===== src/rtl/sun_tracker_fsm_pkg.sv =====
// Shared encodings for the sun tracker: FSM states and the direction-enable pair
// that feeds the servo driver buttons (bit 0 -> BTN_0, bit 1 -> BTN_1).
package sun_tracker_fsm_pkg;

  typedef enum logic [1:0] {
    StIdle  = 2'd0,
    StMove0 = 2'd1,
    StMove1 = 2'd2,
    StHold  = 2'd3
  } state_e;

  typedef logic [1:0] dir_t;

  localparam dir_t DirNone = 2'b00;
  localparam dir_t DirCw   = 2'b01;  // toward sensor A, position increments
  localparam dir_t DirCcw  = 2'b10;  // toward sensor B, position decrements

  localparam int unsigned PosW = 8;

  function automatic dir_t state_dir(input state_e st);
    dir_t dir;
    case (st)
      StMove0: dir = DirCw;
      StMove1: dir = DirCcw;
      default: dir = DirNone;
    endcase
    return dir;
  endfunction

endpackage


===== src/rtl/sun_tracker_fsm_tick_prescaler.sv =====
// Free-running prescaler: counts 0..TICK_DIV-1 and flags the wrap cycle as TICK.
module tick_prescaler #(
  parameter int unsigned TICK_DIV = 100000
) (
  input  logic CLK,
  input  logic RST,
  output logic TICK
);

  localparam int unsigned CntW = $clog2(TICK_DIV);
  localparam logic [CntW-1:0] CntLast = CntW'(TICK_DIV - 1);

  logic [CntW-1:0] cnt_q, cnt_d;

  always_comb begin
    TICK  = (cnt_q == CntLast);
    cnt_d = TICK ? '0 : cnt_q + 1'b1;
  end

  always_ff @(posedge CLK or posedge RST) begin
    if (RST) begin
      cnt_q <= '0;
    end else begin
      cnt_q <= cnt_d;
    end
  end

endmodule


===== src/rtl/sun_tracker_fsm.sv =====
// Per-axis sun-tracking decision stage: hysteretic LDR comparison driving the servo direction
// enables, with a tick-based position estimate, soft end-stops, move timeout and post-move hold.
module sun_tracker_fsm
  import sun_tracker_fsm_pkg::*;
#(
  parameter int unsigned DATA_W     = 12,
  parameter int unsigned THRESH     = 64,
  parameter int unsigned HYST       = 16,
  parameter int unsigned TICK_DIV   = 100000,
  parameter int unsigned POS_MAX    = 180,
  parameter int unsigned POS_INIT   = 90,
  parameter int unsigned MOVE_MAX   = 200,
  parameter int unsigned HOLD_TICKS = 50
) (
  input  logic              CLK,
  input  logic              RST,
  input  logic              SAMPLE_VALID,
  input  logic [DATA_W-1:0] LDR_A,
  input  logic [DATA_W-1:0] LDR_B,
  output logic              DIR_0,
  output logic              DIR_1,
  output logic [PosW-1:0]   POS,
  output logic              AT_LIMIT,
  output logic              TIMEOUT
);

  localparam int unsigned CntMax = (MOVE_MAX > HOLD_TICKS) ? MOVE_MAX : HOLD_TICKS;
  localparam int unsigned CntW   = $clog2(CntMax + 1);

  localparam logic signed [DATA_W:0] ThrS  = (DATA_W + 1)'(THRESH);
  localparam logic signed [DATA_W:0] HystS = (DATA_W + 1)'(HYST);
  localparam logic [PosW-1:0] PosMax  = PosW'(POS_MAX);
  localparam logic [PosW-1:0] PosInit = PosW'(POS_INIT);
  localparam logic [CntW-1:0] MoveMax  = CntW'(MOVE_MAX);
  localparam logic [CntW-1:0] HoldLast = CntW'(HOLD_TICKS - 1);

  logic                     tick;
  logic signed [DATA_W:0]   err;
  state_e                   state_q, state_d;
  logic [PosW-1:0]          pos_q, pos_d;
  logic [CntW-1:0]          cnt_q, cnt_d, cnt_step;
  dir_t                     dir_q, dir_d;
  logic                     timeout_q, timeout_d;
  logic                     at_limit_q, at_limit_d;
  logic                     end_stop, time_up, stop_req;

  tick_prescaler #(
    .TICK_DIV (TICK_DIV)
  ) u_tick_prescaler (
    .CLK  (CLK),
    .RST  (RST),
    .TICK (tick)
  );

  assign err = $signed({1'b0, LDR_A}) - $signed({1'b0, LDR_B});

  // Position/count stepping; the end-stop test uses the post-tick position so a tick
  // that lands on the limit ends the move in that same cycle.
  always_comb begin
    pos_d    = pos_q;
    cnt_step = cnt_q;
    end_stop = 1'b0;
    time_up  = 1'b0;
    stop_req = 1'b0;
    unique case (state_q)
      StMove0: begin
        if (tick) begin
          pos_d    = (pos_q < PosMax) ? pos_q + 8'd1 : pos_q;
          cnt_step = cnt_q + 1'b1;
        end
        end_stop = (pos_d == PosMax);
        time_up  = (cnt_step >= MoveMax);
        stop_req = SAMPLE_VALID && (err <= HystS);
      end
      StMove1: begin
        if (tick) begin
          pos_d    = (pos_q != '0) ? pos_q - 8'd1 : pos_q;
          cnt_step = cnt_q + 1'b1;
        end
        end_stop = (pos_d == '0);
        time_up  = (cnt_step >= MoveMax);
        stop_req = SAMPLE_VALID && (err >= -HystS);
      end
      StHold: begin
        if (tick) cnt_step = cnt_q + 1'b1;
      end
      default: cnt_step = '0;
    endcase
  end

  always_comb begin
    state_d = state_q;
    unique case (state_q)
      StIdle: begin
        if (SAMPLE_VALID) begin
          if (err > ThrS && pos_q < PosMax) begin
            state_d = StMove0;
          end else if (err < -ThrS && pos_q != '0) begin
            state_d = StMove1;
          end
        end
      end
      StMove0, StMove1: begin
        if (end_stop || time_up || stop_req) state_d = StHold;
      end
      StHold: begin
        if (tick && cnt_q == HoldLast) state_d = StIdle;
      end
      default: state_d = StIdle;
    endcase
  end

  // TIMEOUT only when the timeout is the winning exit cause.
  always_comb begin
    dir_d      = state_dir(state_d);
    timeout_d  = (state_q == StMove0 || state_q == StMove1) && time_up && !end_stop;
    cnt_d      = (state_d != state_q) ? '0 : cnt_step;
    at_limit_d = (pos_d == '0) || (pos_d == PosMax);
  end

  always_ff @(posedge CLK or posedge RST) begin
    if (RST) begin
      state_q    <= StIdle;
      pos_q      <= PosInit;
      cnt_q      <= '0;
      dir_q      <= DirNone;
      timeout_q  <= 1'b0;
      at_limit_q <= (PosInit == '0) || (PosInit == PosMax);
    end else begin
      state_q    <= state_d;
      pos_q      <= pos_d;
      cnt_q      <= cnt_d;
      dir_q      <= dir_d;
      timeout_q  <= timeout_d;
      at_limit_q <= at_limit_d;
    end
  end

  assign DIR_0    = dir_q[0];
  assign DIR_1    = dir_q[1];
  assign POS      = pos_q;
  assign AT_LIMIT = at_limit_q;
  assign TIMEOUT  = timeout_q;

endmodule


===== config.mk =====
export PLATFORM = sky130hd
export DESIGN_NAME = sun_tracker_fsm
export DESIGN_NICKNAME = d
export VERILOG_FILES = /design/src/rtl/sun_tracker_fsm_pkg.sv /design/src/rtl/sun_tracker_fsm_tick_prescaler.sv /design/src/rtl/sun_tracker_fsm.sv
export SDC_FILE = /design/constraint.sdc
export NUM_CORES = 1
export LEC_CHECK = 0
export CORE_MARGIN = 8
export CORE_UTILIZATION = 40
export CTS_BUF_LIST = sky130_fd_sc_hd__clkbuf_4 sky130_fd_sc_hd__clkbuf_8
export CTS_CLUSTER_DIAMETER = 80
export DETAILED_ROUTE_END_ITERATION = 16
export GPL_ROUTABILITY_DRIVEN = 1
export SYNTH_ARGS = -nofsm -noshare
export SYNTH_HDL_FRONTEND = slang
export SYNTH_SLANG_ARGS = --single-unit

===== constraint.sdc =====
create_clock -name CLK -period 3.9 [get_ports CLK]
set_input_delay 0.78 -clock CLK [delete_from_list [all_inputs] [get_ports CLK]]
set_output_delay 0.78 -clock CLK [all_outputs]
set_load 0.02 [all_outputs]

## Word level (Yosys, flattened, before mapping)

Index checks and enable logic that the tools add are counted.

| storage, ports and cells | value |
|---|---|
| input bits | 27 |
| register bits | 39 |
| output and inout port bits | 12 |

| cells by class | value |
|---|---|
| mux-type cells | 23 |
| magnitude comparators | 7 |
| add/sub/neg operators | 5 |
| reductions and logical operators | 17 |
| eq/ne operators | 10 |

Operators by type and width:

| operator | count |
|---|---|
| $mux 8 | 10 |
| $pmux 8 s3 | 1 |
| $add 17x1->17 const B | 1 |
| $eq 17x17->1 const B | 1 |
| $mux 17 | 1 |
| $add 8x1->8 const B | 2 |
| $eq 8x8->1 const B | 2 |
| $ge 8x8->1 const B | 2 |
| $logic_not 8->1 | 2 |
| $pmux 8 s2 | 1 |
| $ge 13x5->1 const B | 1 |
| $gt 13x8->1 const B | 1 |
| $le 13x6->1 const B | 1 |
| $lt 13x7->1 const B | 1 |
| $sub 12x12->13 | 1 |
| $mux 2 | 5 |
| $eq 8x6->1 const B | 1 |
| $lt 8x8->1 const B | 1 |
| $reduce_bool 8->1 | 1 |
| $sub 8x1->8 const B | 1 |
| $logic_and 1x1->1 | 7 |
| $eq 2x2->1 const B | 3 |
| $pmux 1 s2 | 3 |
| $pmux 2 s3 | 1 |
| other kinds (7) | 11 |

## Depth between registers and ports, before layout

Gate-level depths: netlist of run 1.

| logic depth | value |
|---|---|
| depth after elaboration | 12 |
| gate-level depth with buffers | 12 |
| depth with buffers taken out | 12 |

## Cells and area by module

Synthesis of run 1 repeated with hierarchy kept, for this count alone.

| second synthesis, totals | value |
|---|---|
| cells, all modules | 401 |
| area total of the unflattened synthesis | 3377.0 um2 |

Modules (own cells, without submodules):

| module | times used | area an instance (um2) | cells an instance |
|---|---|---|---|
| sun_tracker_fsm | 1 | 2551.2 | 326 |
| tick_prescaler | 1 | 825.8 | 75 |

## Worst setup path before layout of run 1

OpenSTA, ideal clock, no wires.

| timing path | value |
|---|---|
| kind | input port to flip-flop |
| from | in LDR_A[0] |
| to | reg dir_q[1] |
| required time | 3.781 ns |
| cell stages on the path | 12 |
| arrival | 3.440 ns |
| library setup time | 0.119 ns |
| slack | 0.341 ns |
| cells stage by stage | inv_1 ha_1 fa_1 nand2b_1 a211oi_1 o21ai_0 a211o_1 nor4b_2 a31o_2 and3_1 o22ai_1 and2_1 |

| between the ends | value |
|---|---|
| word-level cells in the longest chain between the ends | 9 |
| elaborated cells between the ends (all ways) | 19 |

Ends and longest elaborated chain:

| what | line | text |
|---|---|---|
| start, declared | sun_tracker_fsm.sv:18 | `input logic [DATA_W-1:0] LDR_A,` |
| $sub 12x12->13 (*) | sun_tracker_fsm.sv:55 | `assign err = $signed({1'b0, LDR_A}) - $signed({1'b0, LDR_B});` |
| $ge 13x5->1 (tied with other cells) | sun_tracker_fsm.sv:82 | `stop_req = SAMPLE_VALID && (err >= -HystS);` |
| $logic_and 1x1->1, on equally long branches | sun_tracker_fsm.sv:82, sun_tracker_fsm.sv:73, sun_tracker_fsm.sv:98 |  |
| $pmux 1 s2 or $mux 2 (tied branches) | sun_tracker_fsm.sv:65, sun_tracker_fsm.sv:98 |  |
| $logic_or 1x1->1 or $mux 2 (tied branches) | sun_tracker_fsm.sv:104, sun_tracker_fsm.sv:96 |  |
| $mux 2, on equally long branches | sun_tracker_fsm.sv:104, sun_tracker_fsm.sv:95 |  |
| $pmux 2 s3 (*) | sun_tracker_fsm.sv:93 | `unique case (state_q)` |
| $eq 2x2->1 or $eq 2x1->1 (tied branches) | sun_tracker_fsm_pkg.sv:22 | `case (st)` |
| $pmux 2 s2 (*) | sun_tracker_fsm_pkg.sv:22 |  |
| named net dir_d[1] | sun_tracker_fsm.sv:42 | `dir_t dir_q, dir_d;` |
| end signal, assigned | sun_tracker_fsm.sv:126 | `dir_q <= DirNone;` |
| end signal, assigned | sun_tracker_fsm.sv:133 | `dir_q <= dir_d;` |
| end, declared | sun_tracker_fsm.sv:42 |  |

Mark *: on every way through the listed nets, which the timed path passes. The rest lies on a longest branch.

## Worst setup path in the final report of run 1

Same ends and word-level chain as after synthesis.

==> results.toml, run 1 <==
[status]
status = "completed"

[floorplan]
dieArea_um2 = 12300
std_cell_rows = 34
core_area_um2 = 8720
initial_core_util = 0.411
fp.dieW_um = 111
die_h_um = 111
pin_count = 39

[clock_tree]
root_buffer = "clkbuf_8"
postCtsHoldBufs = 0
cts_htree_levels = 2
clk_pin_slew_ps = 80
clock-sinks = 39
clock_path_buffers = 2
ctsResizeCount = 0
insertion_delay_ps = 290
cts_buffers = 5
cts_tree = "done"
cts_setup_buffers = 0

[pwr]
p_leak_nw = 1.82
peakVddDrop_mv = 0.183
pwr_density_cell_nw_per_um2 = 298

[global_route]
grt_pass1_vias = 3253
grt_pass1_wl_mm = 15.1
grt_max_degree = 27
antenna_found_initial = 0
grt.total_usage = 0.141
grt_overflow = 0

[synthesis]
synth-edff-count = 0
yosys.cell_types.count = 70
syn_area_um2 = 3590
yosysSeqAreaShare = 0.274
synth.largest_area_cell = "dfrtp_1"
synth_nets = 479
yosys_warnings = 0
synth_top_area_frac = 0.244
synthCells = 429
ys.flop_type = "dfrtp_1"
syn-mean-instance-area_um2 = 8.36
ys_ff_latch = 39
yosys-top-cells-area = "dfrtp_1, ha_1, nand2_1"
synth_async_sr_flop_share = 1.00

[setup_path]
cp.arrival_ps = 3850
critPathMaxFanout = 7
end_kind = "flop"
r2r-end = "AT_LIMIT$_DFF_PP0_"
r2r.worst_path.cells = 10
crit_required_ps = 4080
crit_path_start = "LDR_A[0]"
start_kind = "input pin"
r2r_setup_slack_ps = 570
reg2reg_from = "POS[0]$_DFF_PP0_"
crit_end = "dir_q[1]$_DFF_PP0_"
critPathKind = "in -> reg"

[flow_run]
max_cap_viol_count = 0

[layout]
syn_to_final_growth_pct = 18.4
design_area_um2 = 4250
drive_gt1_frac = 0.114
final_common_cell = "nand2_1"
regArea_um2 = 981
layout_common_cells = "nand2_1, nor2_1, clkdlybuf4s50_1"
fin_nets = 523
fillerInstances = 831
antenna_cells = 0
multi_input_area_um2 = 2440

[timing]
tns_ps = 0
grt_setup_unrepaired = "no"
finalHoldViolCount = 0
finalCritPeriodShare = 0.940
hold_ws_ps = 490
finalSetupViolations = 0
period_minus_slack_ps = 3670
skew_ps = 5.81
tightest_slew_ps = 752
slew_viol_final = 0
fmaxAchievable_mhz = 273
slew_headroom = 0.499

[place]
post_dp_cell_area_um2 = 4120
place_congestion = 0.863
io_buffers = 38
dp_hpwl_mm = 6.78

[detailed_routing]
drc = 0
dr.pass1.iters = 4
drt_iter0_markers = 169
wl_per_cell_um = 15.0
antenna_left = 0
routed-via-count = 3288
via_per_inst = 5.65
drt-total-wl_mm = 8.72

[worst_hold_path]
hold_path_class = "reg -> reg"
hold_start = "u_tick_prescaler.cnt_q[0]$_DFF_PP0_"
whs_path_depth = 1
-- worst min path at each step --
stage,slack [ps],endpoint
after floorplan,450,u_tick_prescaler.cnt_q[0]$_DFF_PP0_
after global placement,480,u_tick_prescaler.cnt_q[0]$_DFF_PP0_
after detailed placement,480,u_tick_prescaler.cnt_q[0]$_DFF_PP0_
after CTS,490,u_tick_prescaler.cnt_q[0]$_DFF_PP0_
after global routing,530,u_tick_prescaler.cnt_q[0]$_DFF_PP0_
final,490,u_tick_prescaler.cnt_q[0]$_DFF_PP0_
-- area by class of cell --
class / instances / area share
Inverter: 26 / 0.0230
Clock buffer: 7 / 0.0212
Clock inverter: 1 / 0.00118
Tap cell: 108 / 0.0318
Sequential cell: 39 / 0.231
Multi-Input combinational cell: 347 / 0.574
Timing Repair Buffer: 54 / 0.118
-- kinds of logic after synthesis --
family | after synthesis | share of synthesized area
compound gates | 100 | 0.209
xor+xnor | 28 | 0.0684
fa+ha+maj | 23 | 0.0823
buf+inv | 43 | 0.0548
flops | 39 | 0.274
mux | 8 | 0.0248
simple gates | 188 | 0.287
-- Yosys cell counts (all sizes together) (5+ instances only) --
cell type,number
o211ai,5
a31oi,7
and2,11
dfrtp,35
or3,6
nand2,45
buf,6
nand2b,5
nand3,19
inv,26
clkbuf,11
and3,7
a21oi,8
o31ai,6
nor3,11
xor2,11
o211a,5
o21ai,21
a211o,6
ha,22
nor4,6
xnor2,17
nor2,43
nand4,12
a21o,6
-- flip-flops by register name, summed over array words and instances, names as in the netlist --
| signal | flops |
|---|---|
| AT_LIMIT | 1 |
| POS | 8 |
| TIMEOUT | 1 |
| dir_q | 2 |
| u_tick_prescaler.cnt_q | 17 |
| cnt_q | 8 |
| state_q | 2 |
-- layer usage --
layer	part of all wire	track usage	vias up
met5	0	0	-
met4	0.015	0.0360	0
met3	0.040	0.0281	11
met2	0.45	0.230	70
met1	0.49	0.184	1547
li1	-	-	1660
-- where the power goes --
group | switching, W | internal [W]
logic | 0.000328 | 0.000223
registers | 0.0000146 | 0.000419
clock network | 0.000133 | 0.000150
-- per-stage QoR --
stage | cells | power [W] | util | worst slack (ps)
5_1_grt | 582 | 0.00136 | 0.487 | 32.9
6_report | 582 | 0.00127 | 0.487 | 233
2_1_floorplan | 429 | 0.000818 | - | 341
3_5_place_dp | 574 | 0.000971 | 0.473 | -82.4
3_3_place_gp | 574 | 0.000966 | 0.473 | -35.7
4_1_cts | 582 | 0.00126 | 0.484 | 190
-- worst max-delay path: stages --
cell and delay [ps]:
clkdlybuf4s50_1 450, inv_1 40, ha_1 210, fa_1 380
nand2b_1 170, a211oi_1 220, buf_4 180, o21ai_0 100
a211o_1 310, nor4b_4 330, a31oi_1 140, o31ai_2 220
o22ai_2 130, and2_1 170
Note: power is estimated with default switching activity, not from simulation.
==> inputs of run 2 (changes only) <==
Settings changed: CAP_MARGIN set to 0.
==> results of run 2 <==
The final DEF is identical to that of run 1; final timing and power are the same.
==> inputs of run 3 (changes only) <==
Settings changed: SYNTH_HIERARCHICAL set to 1.
==> run 3 against run 2 <==
  * Fmax up 0.14%
  * Combinational power grew 2%
  * Clock power is 42% higher
  * Utilization is 0.73 points higher
==> results.toml, run 3 <==
[status]
status = "completed"

[setup_path]
path_buf_inv = 3
crit_path_top_delay_cell = "clkdlybuf4s50_1"
slowest_delay_ps = 450
end_kind = "flop"
critPathMaxFanout = 8
cp_top_family = "compound AO/OA/AOI/OAI gates"
start_kind = "input pin"
crit_chain = "clkdlybuf4s50_1 -> inv_1 -> ha_1 -> fa_1 -> nand2b_1 -> a21o_1 -> a21oi_1 -> a211oi_1 -> buf_4 -> a2111oi_4 -> a311oi_2 -> o311ai_2 -> a21oi_4 -> and2_1"
cp.arrival_ps = 3840
critPathKind = "in -> reg"
crit_required_ps = 4080

[synthesis]
synth_async_sr_flop_share = 1.00
synth_compound_area_frac = 0.217
synth.largest_area_cell = "dfrtp_1"
synth-edff-count = 0
ys_ff_latch = 39
synth_top_family_by_area = "simple AND/OR/NAND/NOR gates"
yosys-top-cells-area = "dfrtp_1, ha_1, xnor2_1"
synth_most_common_cell = "nand2_1"
synth_top_area_frac = 0.259
yosys_warnings = 6
syn_area_um2 = 3380
yosys.cell_types.count = 69
syn-mean-instance-area_um2 = 8.42
synth_fa_ha_area_frac = 0.0874
synth_nets = 451
synth_mux_area_frac = 0.00296
synth-xor-area-share = 0.0752
synth-simple-area-share = 0.276
ys.flop_type = "dfrtp_1"
synth_common_cells = "nand2_1, dfrtp_1, inv_1"
synthCells = 401
yosysSeqAreaShare = 0.290

[timing]
finalSetupViolations = 0
fin_ws_ps = 238
grt_setup_unrepaired = "no"
fmaxAchievable_mhz = 273
slew_viol_final = 0
hold_ws_ps = 482
tns_ps = 0
finalHoldViolCount = 0
slew_headroom = 0.448
period_minus_slack_ps = 3660
finalCritPeriodShare = 0.939
tightest_slew_ps = 827
skew_ps = 7.89

[clock_tree]
insertion_delay_ps = 280
clock-sinks = 39
cts_htree_levels = 2
cts_tree = "done"
postCtsHoldBufs = 0
clk_pin_slew_ps = 80
clock_path_buffers = 2
ctsResizeCount = 0
root_buffer = "clkbuf_8"
cts_buffers = 5
cts_setup_buffers = 0

[detailed_routing]
drt-total-wl_mm = 7.98
dr.pass1.iters = 4
drc = 0
drt_iter0_markers = 75
wl_per_cell_um = 14.5
via_per_inst = 5.59
routed-via-count = 3070
antenna_left = 0

[floorplan]
die_h_um = 108
fp.dieW_um = 108
core_area_um2 = 8220
pin_count = 39
initial_core_util = 0.411
std_cell_rows = 33
dieArea_um2 = 11600

[pwr]
p_comb_frac = 0.402
power_frac_clock = 0.286
pwr_density_cell_nw_per_um2 = 345
peakVddDrop_mv = 0.167
seqPwrFrac = 0.312
swShare = 0.353
power.internal_w = 0.000906
p_leak_nw = 1.68
power_switching_w = 0.000494

[place]
dp.cells = 541
place_congestion = 0.832
dpl_worst_slack_ps = -92.0
io_buffers = 38
dp_hpwl_mm = 6.24

[layout]
final_common_cell = "clkdlybuf4s50_1"
regArea_um2 = 981
syn_to_final_growth_pct = 20.2
largest-register = "u_tick_prescaler/cnt_q"
layout_common_cells = "clkdlybuf4s50_1, nand2_1, dfrtp_1"
fin_nets = 493
antenna_cells = 0
fillerInstances = 780
largest_reg_flops = 17
drive_gt1_frac = 0.0878
final_cells = 549
postLayoutCoreUtil = 0.494
multi_input_area_um2 = 2240

[global_route]
grt_pass1_vias = 3023
grt_overflow = 0
grt_max_degree = 23
antenna_found_initial = 0
grt.total_usage = 0.140
grt_pass1_wl_mm = 13.6

[flow_run]
max_cap_viol_count = 0

[worst_hold_path]
hold_path_class = "reg -> reg"
[run 3: changes by cell type in the layout (fill, tap and decap cells not counted), sizes merged, moves of 6 or more]
| cell | before | now |
|---|---|---|
| nor2 | 43 | 25 |
| a21oi | 8 | 22 |
| nand2 | 45 | 37 |
| and3 | 7 | 1 |
| buf | 16 | 10 |
| inv | 26 | 32 |
[run 3: metrics by stage]
stage / power, W / instance area (um2)
finish: 0.00140 / 4060
global route: 0.00150 / 4060
CTS: 0.00139 / 4050
detailed placement: 0.000989 / 3910
global placement: 0.000983 / 3910
floorplan: 0.000836 / 3380
[run 3: path summary, 6_finish.rpt]
kind | to | cells past startpoint | startpoint | slack (ps)
max | cnt_q[6]$_DFF_PP0_ | 14 | LDR_A[0] | 240
max in group asynchronous | AT_LIMIT$_DFF_PP0_ | 2 | RST | 2400
min in group asynchronous | u_tick_prescaler/cnt_q[6]$_DFF_PP0_ | 2 | RST | 900
max reg2reg | cnt_q[6]$_DFF_PP0_ | 12 | u_tick_prescaler/cnt_q[0]$_DFF_PP0_ | 330
min reg2reg | u_tick_prescaler/cnt_q[0]$_DFF_PP0_ | 1 | u_tick_prescaler/cnt_q[0]$_DFF_PP0_ | 480
min | u_tick_prescaler/cnt_q[0]$_DFF_PP0_ | 1 | u_tick_prescaler/cnt_q[0]$_DFF_PP0_ | 480
[run 3: cell type report]
class                      count  share of cell area
clock buffer                   6              0.0188
inverter                      32              0.0296
sequential                    39               0.242
tap                          105              0.0324
multi-input combinational    317               0.551
timing repair buffer          48               0.112
clock inverter                 2              0.0148
[run 3: logic make-up after synthesis]
group,Yosys count
buffers and inverters,45
flip-flops,39
multiplexers,1
AO/OA/AOI/OAI,104
AND/OR/NAND/NOR,160
XOR/XNOR,29
adder cells (fa/ha/maj),23
[run 3: routing by layer]
| layer | vias up | GRT usage | wire [um] |
|---|---|---|---|
| met4 | 0 | 0.0446 | 72 |
| met5 | - | 0 | 0 |
| met3 | 6 | 0.0210 | 229 |
| met2 | 58 | 0.230 | 3860 |
| met1 | 1457 | 0.183 | 3820 |
| li1 | 1549 | - | - |
[run 3: power groups by stage]
stage	Sequential [W]	Clock, W	Combinational, W
4_1_cts	0.000436	0.000410	0.000546
3_5_place_dp	0.000443	0	0.000546
3_3_place_gp	0.000444	0	0.000539
5_1_grt	0.000439	0.000429	0.000628
2_1_floorplan	0.000448	0	0.000387
6_report	0.000436	0.000401	0.000562
